[src/rtl/br_pkg.sv]
`default_nettype none
// ============================================================================
// Module   : br_pkg
// Brief    : Shared types and constants for the branch resolve controller.
// Revision : 1.0
// ============================================================================
package br_pkg;

  localparam logic [0:0]  S_IDLE  = 1'b0;
  localparam logic [0:0]  S_FLUSH = 1'b1;
  localparam logic [31:0] PC_STEP = 32'd4;

  typedef struct packed {
    logic [31:0] pc;
    logic        taken;
    logic [31:0] target;
  } br_entry_t;

endpackage
`default_nettype wire

[src/rtl/br_pred_fifo.sv]
`default_nettype none
// ============================================================================
// Module   : br_pred_fifo
// Brief    : In-order prediction queue with push/pop/clear and head read.
// Revision : 1.0
// ============================================================================
module br_pred_fifo
  import br_pkg::*;
#(
  parameter int QDEPTH = 4
) (
  input  logic      clk,
  input  logic      rst,
  input  logic      push,
  input  br_entry_t push_data,
  input  logic      pop,
  input  logic      clear,
  output logic      full,
  output logic      empty,
  output br_entry_t head
);

  localparam int AW = $clog2(QDEPTH);

  logic [AW:0] r_wr_ptr;
  logic [AW:0] r_rd_ptr;
  br_entry_t   r_mem [QDEPTH];
  logic        w_push_ok;
  logic        w_pop_ok;

  // Extra pointer MSB distinguishes full from empty when the indices match.
  assign empty     = (r_wr_ptr == r_rd_ptr);
  assign full      = (r_wr_ptr[AW] != r_rd_ptr[AW]) &&
                     (r_wr_ptr[AW-1:0] == r_rd_ptr[AW-1:0]);
  assign head      = r_mem[r_rd_ptr[AW-1:0]];
  assign w_pop_ok  = pop & ~empty;
  assign w_push_ok = push & (~full | w_pop_ok);

  always_ff @(posedge clk) begin
    if (rst || clear) begin
      r_wr_ptr <= '0;
      r_rd_ptr <= '0;
    end else begin
      if (w_push_ok) r_wr_ptr <= r_wr_ptr + (AW+1)'(1);
      if (w_pop_ok)  r_rd_ptr <= r_rd_ptr + (AW+1)'(1);
    end
  end

  always_ff @(posedge clk) begin
    if (w_push_ok && !clear) r_mem[r_wr_ptr[AW-1:0]] <= push_data;
  end

endmodule
`default_nettype wire

[src/rtl/br_resolve_ctrl.sv]
`default_nettype none
// ============================================================================
// Module   : br_resolve_ctrl
// Brief    : Matches fetch predictions to EX outcomes, flushes on mispredict,
//            schedules predictor updates and keeps branch statistics.
// Revision : 1.0
// ============================================================================
module br_resolve_ctrl
  import br_pkg::*;
#(
  parameter int QDEPTH       = 4,
  parameter int FLUSH_CYCLES = 2,
  parameter int CNT_W        = 32
) (
  input  logic             clk,
  input  logic             rst,
  input  logic             pred_valid_i,
  input  logic [31:0]      pred_pc_i,
  input  logic             pred_taken_i,
  input  logic [31:0]      pred_target_i,
  input  logic             res_valid_i,
  input  logic             res_taken_i,
  input  logic [31:0]      res_target_i,
  output logic             q_full_o,
  output logic             flush_o,
  output logic [31:0]      redirect_pc_o,
  output logic             upd_valid_o,
  output logic             upd_taken_o,
  output logic [31:0]      upd_addr_o,
  output logic [31:0]      upd_target_o,
  output logic [CNT_W-1:0] br_cnt_o,
  output logic [CNT_W-1:0] mis_cnt_o,
  output logic             err_o
);

  localparam int            FCW          = (FLUSH_CYCLES > 1) ? $clog2(FLUSH_CYCLES) : 1;
  localparam logic [FCW-1:0] C_FLUSH_LOAD = FCW'(FLUSH_CYCLES - 1);

  logic [0:0]       r_state;
  logic [0:0]       w_next_state;
  logic [FCW-1:0]   r_flush_cnt;
  logic [31:0]      r_redirect_pc;
  logic             r_upd_valid;
  logic             r_upd_taken;
  logic [31:0]      r_upd_addr;
  logic [31:0]      r_upd_target;
  logic [CNT_W-1:0] r_br_cnt;
  logic [CNT_W-1:0] r_mis_cnt;
  logic             r_err;

  logic      w_idle, w_res, w_pop, w_push, w_mis, w_empty, w_full;
  br_entry_t w_head, w_eff, w_push_data;

  br_pred_fifo #(.QDEPTH(QDEPTH)) u_fifo (
    .clk       (clk),
    .rst       (rst),
    .push      (w_push),
    .push_data (w_push_data),
    .pop       (w_pop),
    .clear     (w_mis),
    .full      (w_full),
    .empty     (w_empty),
    .head      (w_head)
  );

  assign w_push_data = '{pc: pred_pc_i, taken: pred_taken_i, target: pred_target_i};
  assign w_idle      = (r_state == S_IDLE);
  assign w_res       = res_valid_i & w_idle;
  assign w_pop       = w_res & ~w_empty;
  assign w_push      = pred_valid_i & (~w_full | w_pop) & ~flush_o & w_idle;
  // An empty queue stands in for a not-taken prediction at PC 0.
  assign w_eff       = w_empty ? '0 : w_head;
  assign w_mis       = w_res & ((w_eff.taken != res_taken_i) |
                       (res_taken_i & w_eff.taken & (w_eff.target != res_target_i)));

  always_ff @(posedge clk) begin
    if (rst) r_state <= S_IDLE;
    else     r_state <= w_next_state;
  end

  always_comb begin
    w_next_state = r_state;
    case (r_state)
      S_IDLE:  if (w_mis) w_next_state = S_FLUSH;
      S_FLUSH: if (r_flush_cnt == '0) w_next_state = S_IDLE;
      default: w_next_state = S_IDLE;
    endcase
  end

  always_comb begin
    flush_o = (r_state == S_FLUSH);
  end

  always_ff @(posedge clk) begin
    if (rst) begin
      r_flush_cnt   <= '0;
      r_redirect_pc <= '0;
    end else if (w_mis) begin
      r_flush_cnt   <= C_FLUSH_LOAD;
      r_redirect_pc <= res_taken_i ? res_target_i : (w_eff.pc + PC_STEP);
    end else if (!w_idle && r_flush_cnt != '0) begin
      r_flush_cnt   <= r_flush_cnt - FCW'(1);
    end
  end

  always_ff @(posedge clk) begin
    if (rst) begin
      r_upd_valid  <= 1'b0;
      r_upd_taken  <= 1'b0;
      r_upd_addr   <= '0;
      r_upd_target <= '0;
      r_br_cnt     <= '0;
      r_mis_cnt    <= '0;
      r_err        <= 1'b0;
    end else begin
      r_upd_valid <= w_res;
      if (w_res) begin
        r_upd_taken  <= res_taken_i;
        r_upd_addr   <= w_eff.pc;
        r_upd_target <= res_target_i;
        if (r_br_cnt != '1) r_br_cnt <= r_br_cnt + CNT_W'(1);
      end
      if (w_mis && r_mis_cnt != '1) r_mis_cnt <= r_mis_cnt + CNT_W'(1);
      if (res_valid_i && (w_empty || !w_idle)) r_err <= 1'b1;
    end
  end

  assign q_full_o      = w_full;
  assign redirect_pc_o = r_redirect_pc;
  assign upd_valid_o   = r_upd_valid;
  assign upd_taken_o   = r_upd_taken;
  assign upd_addr_o    = r_upd_addr;
  assign upd_target_o  = r_upd_target;
  assign br_cnt_o      = r_br_cnt;
  assign mis_cnt_o     = r_mis_cnt;
  assign err_o         = r_err;

endmodule
`default_nettype wire
[config.mk]
export PLATFORM = sky130hd
export DESIGN_NAME = br_resolve_ctrl
export DESIGN_NICKNAME = d
export VERILOG_FILES = /design/src/rtl/br_pkg.sv /design/src/rtl/br_pred_fifo.sv /design/src/rtl/br_resolve_ctrl.sv
export SDC_FILE = /design/constraint.sdc
export NUM_CORES = 1
export LEC_CHECK = 0
export ABC_AREA = 1
export CAP_MARGIN = 30
export CORE_MARGIN = 2
export CORE_UTILIZATION = 48
export CTS_CLUSTER_SIZE = 12
export DETAILED_ROUTE_END_ITERATION = 7
export PLACE_DENSITY = 0.77
export SYNTH_ARGS = -nofsm -noshare
export SYNTH_HDL_FRONTEND = slang
export SYNTH_SLANG_ARGS = --single-unit
[constraint.sdc]
create_clock -name clk -period 14.1 [get_ports clk]
set_clock_uncertainty 0.05 [all_clocks]
set_input_delay 2.115 -clock clk [delete_from_list [all_inputs] [get_ports clk]]
set_output_delay 2.115 -clock clk [all_outputs]
set_load 0.05 [all_outputs]
-- After elaboration in Yosys (flattened, before gate mapping)
Memory sizes are Yosys's and may differ from the RTL's. A register that Yosys moved wholly into a read port is not among the register bits.
Cells that the tools add are included.
- flip-flop bits (word level): 171
- RAM bits: 260
- word-level logic and storage cells: 63
- memories kept: 1
- add/sub/neg operators: 6
- eq/ne operators: 7
- multiplexer cells: 11
- bitwise gates (word level): 16
- reduce and logical (&&, ||, !) cells: 10
- memory list (memory ; depth ; width ; rd ports ; clocked after memory_dff ; wr ports ; line ; source):
    u_fifo.r_mem ; 4 ; 65 ; 1 ; 1 ; 1 ; br_pred_fifo.sv:27 ; br_entry_t r_mem [QDEPTH];
- operators with widths (cell ; number):
    two-way mux 65 bit ; 1
    adder 32 x 1 -> 32 bit, second input constant ; 2
    != test 32 bit, second input constant ; 2
    adder 32 x 3 -> 32 bit, second input constant ; 1
    two-way mux 32 bit ; 1
    != test 32 bit ; 1
    bitwise AND 1 bit ; 10
    adder 3 x 1 -> 3 bit, second input constant ; 2
    two-way mux 1 bit ; 6
    logical AND 1 bit ; 5
    two-way mux 2 bit ; 2
    == test 3 bit ; 1
    inverter 1 bit ; 3
    bitwise OR 1 bit ; 3
    == test 2 bit ; 1
    logical OR 1 bit ; 2
    != test 1 bit ; 2
    case mux 1 bit (2 select lines) ; 1
    AND reduction 2 bit ; 1
    nonzero test 2 bit ; 1
    zero test 1 bit ; 1
    subtractor 1 bit, second input constant ; 1

-- Logic depth before layout (Yosys ltp)
Gate-level depths: netlist (run 1).
- depth in word-level cells: 11
- gate-level depth with buffers: 23
- gate-level depth less buffers: 21

-- Cells and area by module
From an unflattened synthesis (run 1), not the netlist that was laid out.
- cells, all modules: 2275
- area, all modules: 19572.5 um^2
- by module, submodules not included (module ; times used ; cells an instance ; area an instance (um^2) ; seq. area each (um^2)):
    br_pred_fifo ; 1 ; 692 ; 10073.4 ; 7967.6
    br_resolve_ctrl ; 1 ; 1583 ; 9499.1 ; 3303.2

-- Worst setup path before layout (run 1)
OpenSTA, ideal clock, no wires.
- kind: input -> register
- from: input port res_target_i[31]
- to: memory u_fifo.r_mem[0][0] in the netlist's numbering, enable pin
- data arrival time: 5.850 ns
- required time: 13.562 ns
- slack: 7.712 ns
- stages on the path: 15
- buffers on the path: 1
- path through: inv_1 -> nand3_1 -> nand2_1 -> inv_1 -> nand2_1 -> nor2_1 -> nand2_1 -> nor2_1 -> nand2_1 -> nand2_2 -> nand2_2 -> nand2_2 -> buf_4 -> nand2_1 -> nor2_1
- cells in the longest elaborated chain, start to end: 8
- ends and longest elaborated chain (what ; line ; source):
    start, declared ; br_resolve_ctrl.sv:23 ; input logic [31:0] res_target_i,
    != test 32 bit ; br_resolve_ctrl.sv:74 ; (res_taken_i & w_eff.taken & (w_eff.target != res_target_i)));
    bitwise AND 1 bit ; br_resolve_ctrl.sv:74 ;
    bitwise OR 1 bit ; br_resolve_ctrl.sv:73 ; assign w_mis = w_res & ((w_eff.taken != res_taken_i) |
    bitwise AND 1 bit ; br_resolve_ctrl.sv:73 ;
    zero test 1 bit ; br_pred_fifo.sv:50 ; if (w_push_ok && !clear) r_mem[r_wr_ptr[AW-1:0]] <= push_data;
    logical AND 1 bit ; br_pred_fifo.sv:50 ;
    two-way mux 1 bit ; br_pred_fifo.sv:50 ;
    two-way mux 1 bit (not written as such) ; br_pred_fifo.sv:50 ;
    end, declared ; br_pred_fifo.sv:27 ;
No other way between the ends.

==> results of run 1 <==
[worst min-delay path, stage by stage (launching register included)]
cell and delay [ns]:
dfxtp_1 0.31, nand3_1 0.07, nand2_1 0.05
[kinds of logic (layout without fill, tap and decap cells)]
| logic type | Yosys count | in the layout | share of synthesized area [%] |
|---|---|---|---|
| AOI/OAI and AO/OA | 330 | 330 | 8.747 |
| buffers and inverters | 345 | 608 | 7.917 |
| adders and majority gates | 9 | 9 | 0.5655 |
| and+or+nand+nor | 1204 | 1204 | 25.33 |
| DFF | 433 | 433 | 56.60 |
| xor gates and xnor gates | 19 | 19 | 0.8357 |
[sequential cells by signal (all words and copies together) (netlist names), named ones only]
name and count:
err_o 1, flush_o 1, r_flush_cnt 1, mis_cnt_o 32
u_fifo.r_mem 260, upd_valid_o 1, br_cnt_o 32, upd_target_o 32
upd_addr_o 32, u_fifo.r_wr_ptr 3, u_fifo.r_rd_ptr 3, redirect_pc_o 32
upd_taken_o 1
[stage by stage]
step	instance area [µm²]	hold slack, ns
after global routing	24400	0.4406
after floorplan	19910	0.4004
after detailed placement	22800	0.4116
after global placement	22720	0.4027
after CTS	24330	0.4208
final	24400	0.4246
[worst paths after layout]
path,startpoint,endpoint,slack (ns),depth (start not counted)
worst min register to register,redirect_pc_o[30],redirect_pc_o[30],0.42,2
worst max register to register,flop,u_fifo.r_mem[1][55],8.83,20
worst max-delay path,flop,u_fifo.r_mem[1][55],8.83,20
worst min-delay path,redirect_pc_o[30],redirect_pc_o[30],0.42,2
[layout by cell type (no fill, tap or decap), drive strengths merged, types with 2 or more instances in the layout]
master         count
o21ai            180
clkdlybuf4s50    266
ha                 9
nand3            170
bufinv             3
nor4              10
nor3              29
o22ai             15
clkbuf            76
clkinv            10
a21oi            127
a22oi              3
inv              229
buf               23
xnor2              8
nor3b              2
xor2              11
nand2            633
nand4             52
edfxtp           260
dfxtp            173
nand3b             7
nor2             295
or2                3
and3               2
o21bai             2
[routing by layer]
metal | wire [µm] | up-vias
met1 | 24750 | 8096
li1 | - | 8191
met5 | 27 | -
met4 | 1989 | 4
met3 | 5716 | 113
met2 | 28600 | 759
[cell type report]
cell class / instances / area, µm²
Clock buffer: 76 / 1346
Fill cell: 3542 / 16520
Sequential cell: 433 / 11280
Multi-Input combinational cell: 1562 / 7114
Inverter: 231 / 874.6
Tap cell: 532 / 665.6
Clock inverter: 12 / 176.4
Timing Repair Buffer: 289 / 2948
[power groups by stage]
| stage | clock (mW) | sequential, mW | combinational (mW) |
|---|---|---|---|
| 2_1_floorplan | 0 | 1.74 | 0.748 |
| 3_3_place_gp | 0 | 1.57 | 1.28 |
| 3_5_place_dp | 0 | 1.57 | 1.31 |
| 4_1_cts | 1.23 | 1.55 | 1.31 |
| 5_1_grt | 1.28 | 1.56 | 1.45 |
| 6_report | 1.22 | 1.55 | 1.34 |
[cells in the mapped netlist, types with 4 or more instances]
| cell type | n | area, µm² |
|---|---|---|
| o21ai_0 | 152 | 760.7 |
| clkinv_1 | 4 | 15.01 |
| buf_2 | 26 | 130.1 |
| nand4_1 | 52 | 325.3 |
| nor2_1 | 285 | 1070 |
| xnor2_1 | 8 | 70.07 |
| a21oi_1 | 126 | 630.6 |
| ha_1 | 9 | 112.6 |
| nor4_1 | 10 | 62.56 |
| nand2_1 | 625 | 2346 |
| nor3_1 | 28 | 140.1 |
| dfxtp_1 | 173 | 3463 |
| inv_1 | 217 | 814.5 |
| buf_8 | 4 | 60.06 |
| nand3_1 | 169 | 845.8 |
| edfxtp_1 | 260 | 7807 |
| buf_1 | 5 | 18.77 |
| buf_4 | 19 | 142.6 |
| o22ai_1 | 12 | 75.07 |
| buf_6 | 17 | 191.4 |
| nand3b_1 | 7 | 52.55 |
| o21ai_1 | 26 | 130.1 |
| xor2_1 | 11 | 96.34 |
| nor2_2 | 8 | 50.05 |
| inv_2 | 8 | 30.03 |
| clkbuf_1 | 43 | 161.4 |
| nand2_2 | 8 | 50.05 |
==> flow_metrics.env, run 1 <==
export IMPL_maxCapViolations=0
export IMPL_layout_min_cycle_time_ns=5.273
export IMPL_status="completed"
export IMPL_clock_latency_ns=0.60
export IMPL_cp_max_fo=82
export IMPL_ys_seq_area_share_pct=56.60
export IMPL_end_kind="flop"
export IMPL_antenna_left=0
export IMPL_cts_tree="done"
export IMPL_ys_flop_type="edfxtp_1"
export IMPL_place_port_buffers=266
export IMPL_tightest_slew_ns=1.039
export IMPL_synth_area_mm2=0.01991
export IMPL_final_cell_count_no_fill=3135
export IMPL_finalHoldViolCount=0
export IMPL_die_h_um=207.7
export IMPL_final_max_slew_violation_count=0
export IMPL_syn_mean_instance_area_um2=8.509
export IMPL_die_area_mm2=0.04313
export IMPL_area_growth_pct=22.55
export IMPL_grt_busiest_layer="met2"
export IMPL_setup_violations=0
export IMPL_critical_path_required_ns=14.32
export IMPL_cp_common_cell="nand2_1"
export IMPL_synth_edf_count=260
export IMPL_ir_drop_uv=126.6
export IMPL_clockBufferDepth=3
export IMPL_path_class="reg -> reg"
export IMPL_path_cells="inv_4, buf_4, nand2_1, nand2_1, nand2_1, o21ai_1, nand3_1, nand2_1, nand2_1, nor2_1, nand2_1, nor2_1, nand2_1, nand2_2, nand2_2, nand2_2, nand2_1, nor2_4, buf_4, buf_16"
export IMPL_diodes=0
export IMPL_power_internal_mw=2.553
export IMPL_nets=2675
export IMPL_synth_seq_cells=433
export IMPL_grt_max_degree=95
export IMPL_hpwl_um=42400
export IMPL_syn_nets=2451
export IMPL_grtUsageMet1_pct=37.25
export IMPL_hold_buffers=0
export IMPL_fin_ws_ns=8.827
export IMPL_cts_root_buffer="clkbuf_16"
export IMPL_rsz0062_at_grt="false"
export IMPL_start_util_pct=48.65
export IMPL_cts_setup_buffers=0
export IMPL_arrival_ns=5.49
export IMPL_drt_pass1_iter_count=5
export IMPL_die_w_um=207.7
export IMPL_dp_cells=3044
export IMPL_rows=74
export IMPL_fin_crit_sh_pct=37.39
export IMPL_gr_total_overflow=0
export IMPL_wl_per_cell_um=19.49
export IMPL_pwr_share_seq_pct=37.7
export IMPL_comb_power_share_pct=32.6
export IMPL_leakage_nw=9.412
export IMPL_drt_iter0_drc=1754
export IMPL_post_place_ws_ns=7.434
export IMPL_grt_use_met2_pct=45.18
export IMPL_cpPeakStageDelay_ns=0.76
export IMPL_via_per_inst=5.475
export IMPL_crit_family="simple AND/OR/NAND/NOR gates"
export IMPL_crit_slowest_cell="buf_4"
export IMPL_cts_repair_resized=0
export IMPL_cts_buffers=47
export IMPL_cts_num_sinks=433
export IMPL_async_flop_share_pct=0
export IMPL_ios=267
export IMPL_power_mw=4.106
export IMPL_grt_pass1_wl_um=93260
export IMPL_clkTransAtPathRegs_ns=0.06
export IMPL_synth_cells=2340
export IMPL_synth_warnings=0
export IMPL_cp_num_buf_inv=4
export IMPL_powerDensity_mw_per_mm2=168.3
export IMPL_place_congestion=0.9412
export IMPL_p_sw_share_pct=37.83
export IMPL_pwr_share_clk_pct=29.6
export IMPL_antenna_found_initial=3
export IMPL_coreArea_mm2=0.04092
export IMPL_final_util_pct=59.62
export IMPL_relSlewSlack_pct=30.74
export IMPL_critPathLaunchType="flop"
export IMPL_ys_types=43
export IMPL_track_usage_pct=27.73
export IMPL_grt_use_met3_pct=5.189
export IMPL_power_switching_mw=1.553
export IMPL_grt_pass1_vias=16079
export IMPL_cts_htree_levels=2
export IMPL_setup_tns_ns=0
export IMPL_drc_errors=0
export IMPL_min_path_type="reg -> reg"
export IMPL_drt_wl_total_um=61090
export IMPL_fmax_mhz=189.7
export IMPL_drive_above_1_share_pct=5.340
export IMPL_num_vias=17163
Note: power is estimated with default switching activity, not from simulation.
==> inputs of run 2 (changes only) <==
--- a/config.mk
+++ b/config.mk
@@ -11,7 +11,7 @@
 export CORE_UTILIZATION = 48
 export CTS_CLUSTER_SIZE = 12
 export DETAILED_ROUTE_END_ITERATION = 7
-export PLACE_DENSITY = 0.77
+export PLACE_DENSITY = 0.8
 export SYNTH_ARGS = -nofsm -noshare
 export SYNTH_HDL_FRONTEND = slang
 export SYNTH_SLANG_ARGS = --single-unit
==> constraint.sdc (replaced) <==
create_clock -name clk -period 4.77 [get_ports clk]
set_clock_uncertainty 0.05 [all_clocks]
set_input_delay 0.7155 -clock clk [delete_from_list [all_inputs] [get_ports clk]]
set_output_delay 0.7155 -clock clk [all_outputs]
set_load 0.05 [all_outputs]
==> run 2 against run 1 <==
  * Clock power rose to 2.9 times the previous value
  * Largest power group unchanged
  * Sequential power grew to 3.0 times the previous value
  * Cell count about the same
  * Fmax up 38%
  * Combinational power rose to 2.9 times the previous value
  * Sequential cell count unchanged
==> flow_metrics.env, run 2 (synthesis gave the netlist of run 1 again) <==
export IMPL_status="completed"
export IMPL_critical_path_required_ns=5.02
export IMPL_ir_drop_uv=344.7
export IMPL_rows=74
export IMPL_largest_reg_flops=260
export IMPL_cts_setup_buffers=0
export IMPL_track_usage_pct=26.81
export IMPL_place_port_buffers=266
export IMPL_clock_latency_ns=0.60
export IMPL_layout_common_cells="nand2_1 (625), nor2_1 (280), clkdlybuf4s50_1 (266)"
export IMPL_hold_buffers=0
export IMPL_start_util_pct=48.65
export IMPL_grt_pass1_vias=16171
export IMPL_wl_per_cell_um=18.96
export IMPL_arrival_ns=4.09
export IMPL_cts_htree_levels=2
export IMPL_pwr_share_seq_pct=38.1
export IMPL_end_kind="flop"
export IMPL_hpwl_um=41650
export IMPL_p_sw_share_pct=37.77
export IMPL_cpPeakStageDelay_ns=0.74
export IMPL_finalHoldViolCount=0
export IMPL_maxCapViolations=0
export IMPL_fmax_mhz=260.8
export IMPL_relSlewSlack_pct=35.76
export IMPL_fin_crit_sh_pct=80.38
export IMPL_power_internal_mw=7.481
export IMPL_post_place_ws_ns=1.003
export IMPL_nets=2677
export IMPL_cts_repair_resized=0
export IMPL_grt_max_degree=92
export IMPL_gr_total_overflow=0
export IMPL_drt_pass1_iter_count=6
export IMPL_num_vias=17391
export IMPL_tightest_slew_ns=0.9635
export IMPL_via_per_inst=5.542
export IMPL_critPathLaunchType="flop"
export IMPL_cp_common_cell="nand2_1"
export IMPL_die_w_um=207.7
export IMPL_antenna_left=0
export IMPL_powerDensity_mw_per_mm2=493.8
export IMPL_rsz0062_at_grt="false"
export IMPL_cts_root_buffer="clkbuf_16"
export IMPL_layout_min_cycle_time_ns=3.834
export IMPL_drt_iter0_drc=1870
export IMPL_die_area_mm2=0.04313
export IMPL_crit_slowest_cell="a21oi_1"
export IMPL_die_h_um=207.7
export IMPL_final_fill_count=3485
export IMPL_clkTransAtPathRegs_ns=0.06
export IMPL_cp_max_fo=55
export IMPL_crit_family="simple AND/OR/NAND/NOR gates"
export IMPL_pwr_share_clk_pct=29.6
export IMPL_comb_power_share_pct=32.3
export IMPL_drt_wl_total_um=59480
export IMPL_final_max_slew_violation_count=0
export IMPL_cts_tree="done"
export IMPL_path_class="reg -> reg"
export IMPL_min_path_type="reg -> reg"
export IMPL_grt_pass1_wl_um=90500
export IMPL_cts_num_sinks=433
export IMPL_setup_tns_ns=0
export IMPL_cp_num_buf_inv=2
export IMPL_drive_above_1_share_pct=5.494
export IMPL_place_congestion=1.007
export IMPL_fin_ws_ns=0.9360
export IMPL_drc_errors=0
export IMPL_antenna_found_initial=3
export IMPL_setup_violations=0
export IMPL_leakage_nw=9.402
export IMPL_final_common_cell="nand2_1"
export IMPL_path_cells="buf_4, nor2_1, nor2_1, o21ai_1, nand2_1, nand2_1, nand2_1, nand2_1, nand2_1, nor2_1, nand2_1, nor2_1, nand2_1, nand2_2, a21oi_1, nor2_4, buf_4"
export IMPL_coreArea_mm2=0.04092
export IMPL_area_growth_pct=22.28
export IMPL_power_switching_mw=4.540
export IMPL_ios=267
export IMPL_cts_buffers=46
export IMPL_min_from="upd_addr_o[0]"
export IMPL_clockBufferDepth=3
## run 2: changes by cell type in the layout (fill, tap and decap cells not counted), moves of 2 or more
cell      before  now
clkbuf_1      24   18
buf_16         5    0
buf_4         17   22
buf_12         1    4
diode_2        0    3
clkinv_1       4    6
## run 2: layout make-up
type | instances | area (µm²) | share of cell area (%)
repair buffers | 292 | 2908 | 11.94
flip-flops and latches | 433 | 11280 | 46.31
clock buffers | 72 | 1343 | 5.514
diodes | 3 | 7.507 | 0.03083
inverters | 231 | 873.3 | 3.587
clock inverters | 13 | 160.2 | 0.6578
multi-input cells | 1562 | 7114 | 29.22
well taps | 532 | 665.6 | 2.734
## run 2: power groups by stage
stage	logic (mW)	clock network [mW]	registers (mW)
finish	3.89	3.56	4.58
global route	4.21	3.73	4.61
CTS	3.84	3.59	4.57
detailed placement	3.82	0	4.64
global placement	3.73	0	4.63
floorplan	2.21	0	5.14
## run 2: final timing paths
kind / slack, ns / to / cells after the start
worst min register to register: 0.41 / upd_addr_o[0] / 2
worst max-delay path: 0.94 / u_fifo.r_mem[3][42] / 17
worst max register to register: 0.94 / u_fifo.r_mem[3][42] / 17
worst min-delay path: 0.41 / upd_addr_o[0] / 2
## run 2: worst min-delay path, delay by kind of cell, from the launching register on
family,cells,cell delay [ns]
AOI/OAI and AO/OA,1,0.05
DFF,1,0.31
and+or+nand+nor,1,0.06
## run 2: stage by stage
| step | util (%) | std cells | total power, mW | cell area [µm²] | hold WS, ns |
|---|---|---|---|---|---|
| after floorplan | - | 2340 | 7.354 | 19910 | 0.4004 |
| after global placement | 55.80 | 3050 | 8.359 | 22840 | 0.4046 |
| after detailed placement | 55.80 | 3050 | 8.464 | 22840 | 0.4088 |
| after CTS | 59.47 | 3135 | 12.00 | 24340 | 0.4184 |
| after global routing | 59.49 | 3138 | 12.54 | 24350 | 0.4385 |
| final | 59.49 | 3138 | 12.02 | 24350 | 0.4145 |
## run 2: metal layers
layer | vias up | track usage (%) | share of wire (%)
met4 | 0 | 12.77 | 4.5
met5 | - | 0 | 0
met2 | 951 | 43.40 | 47
met1 | 8123 | 35.20 | 39
met3 | 143 | 4.508 | 9.7
li1 | 8174 | - | -
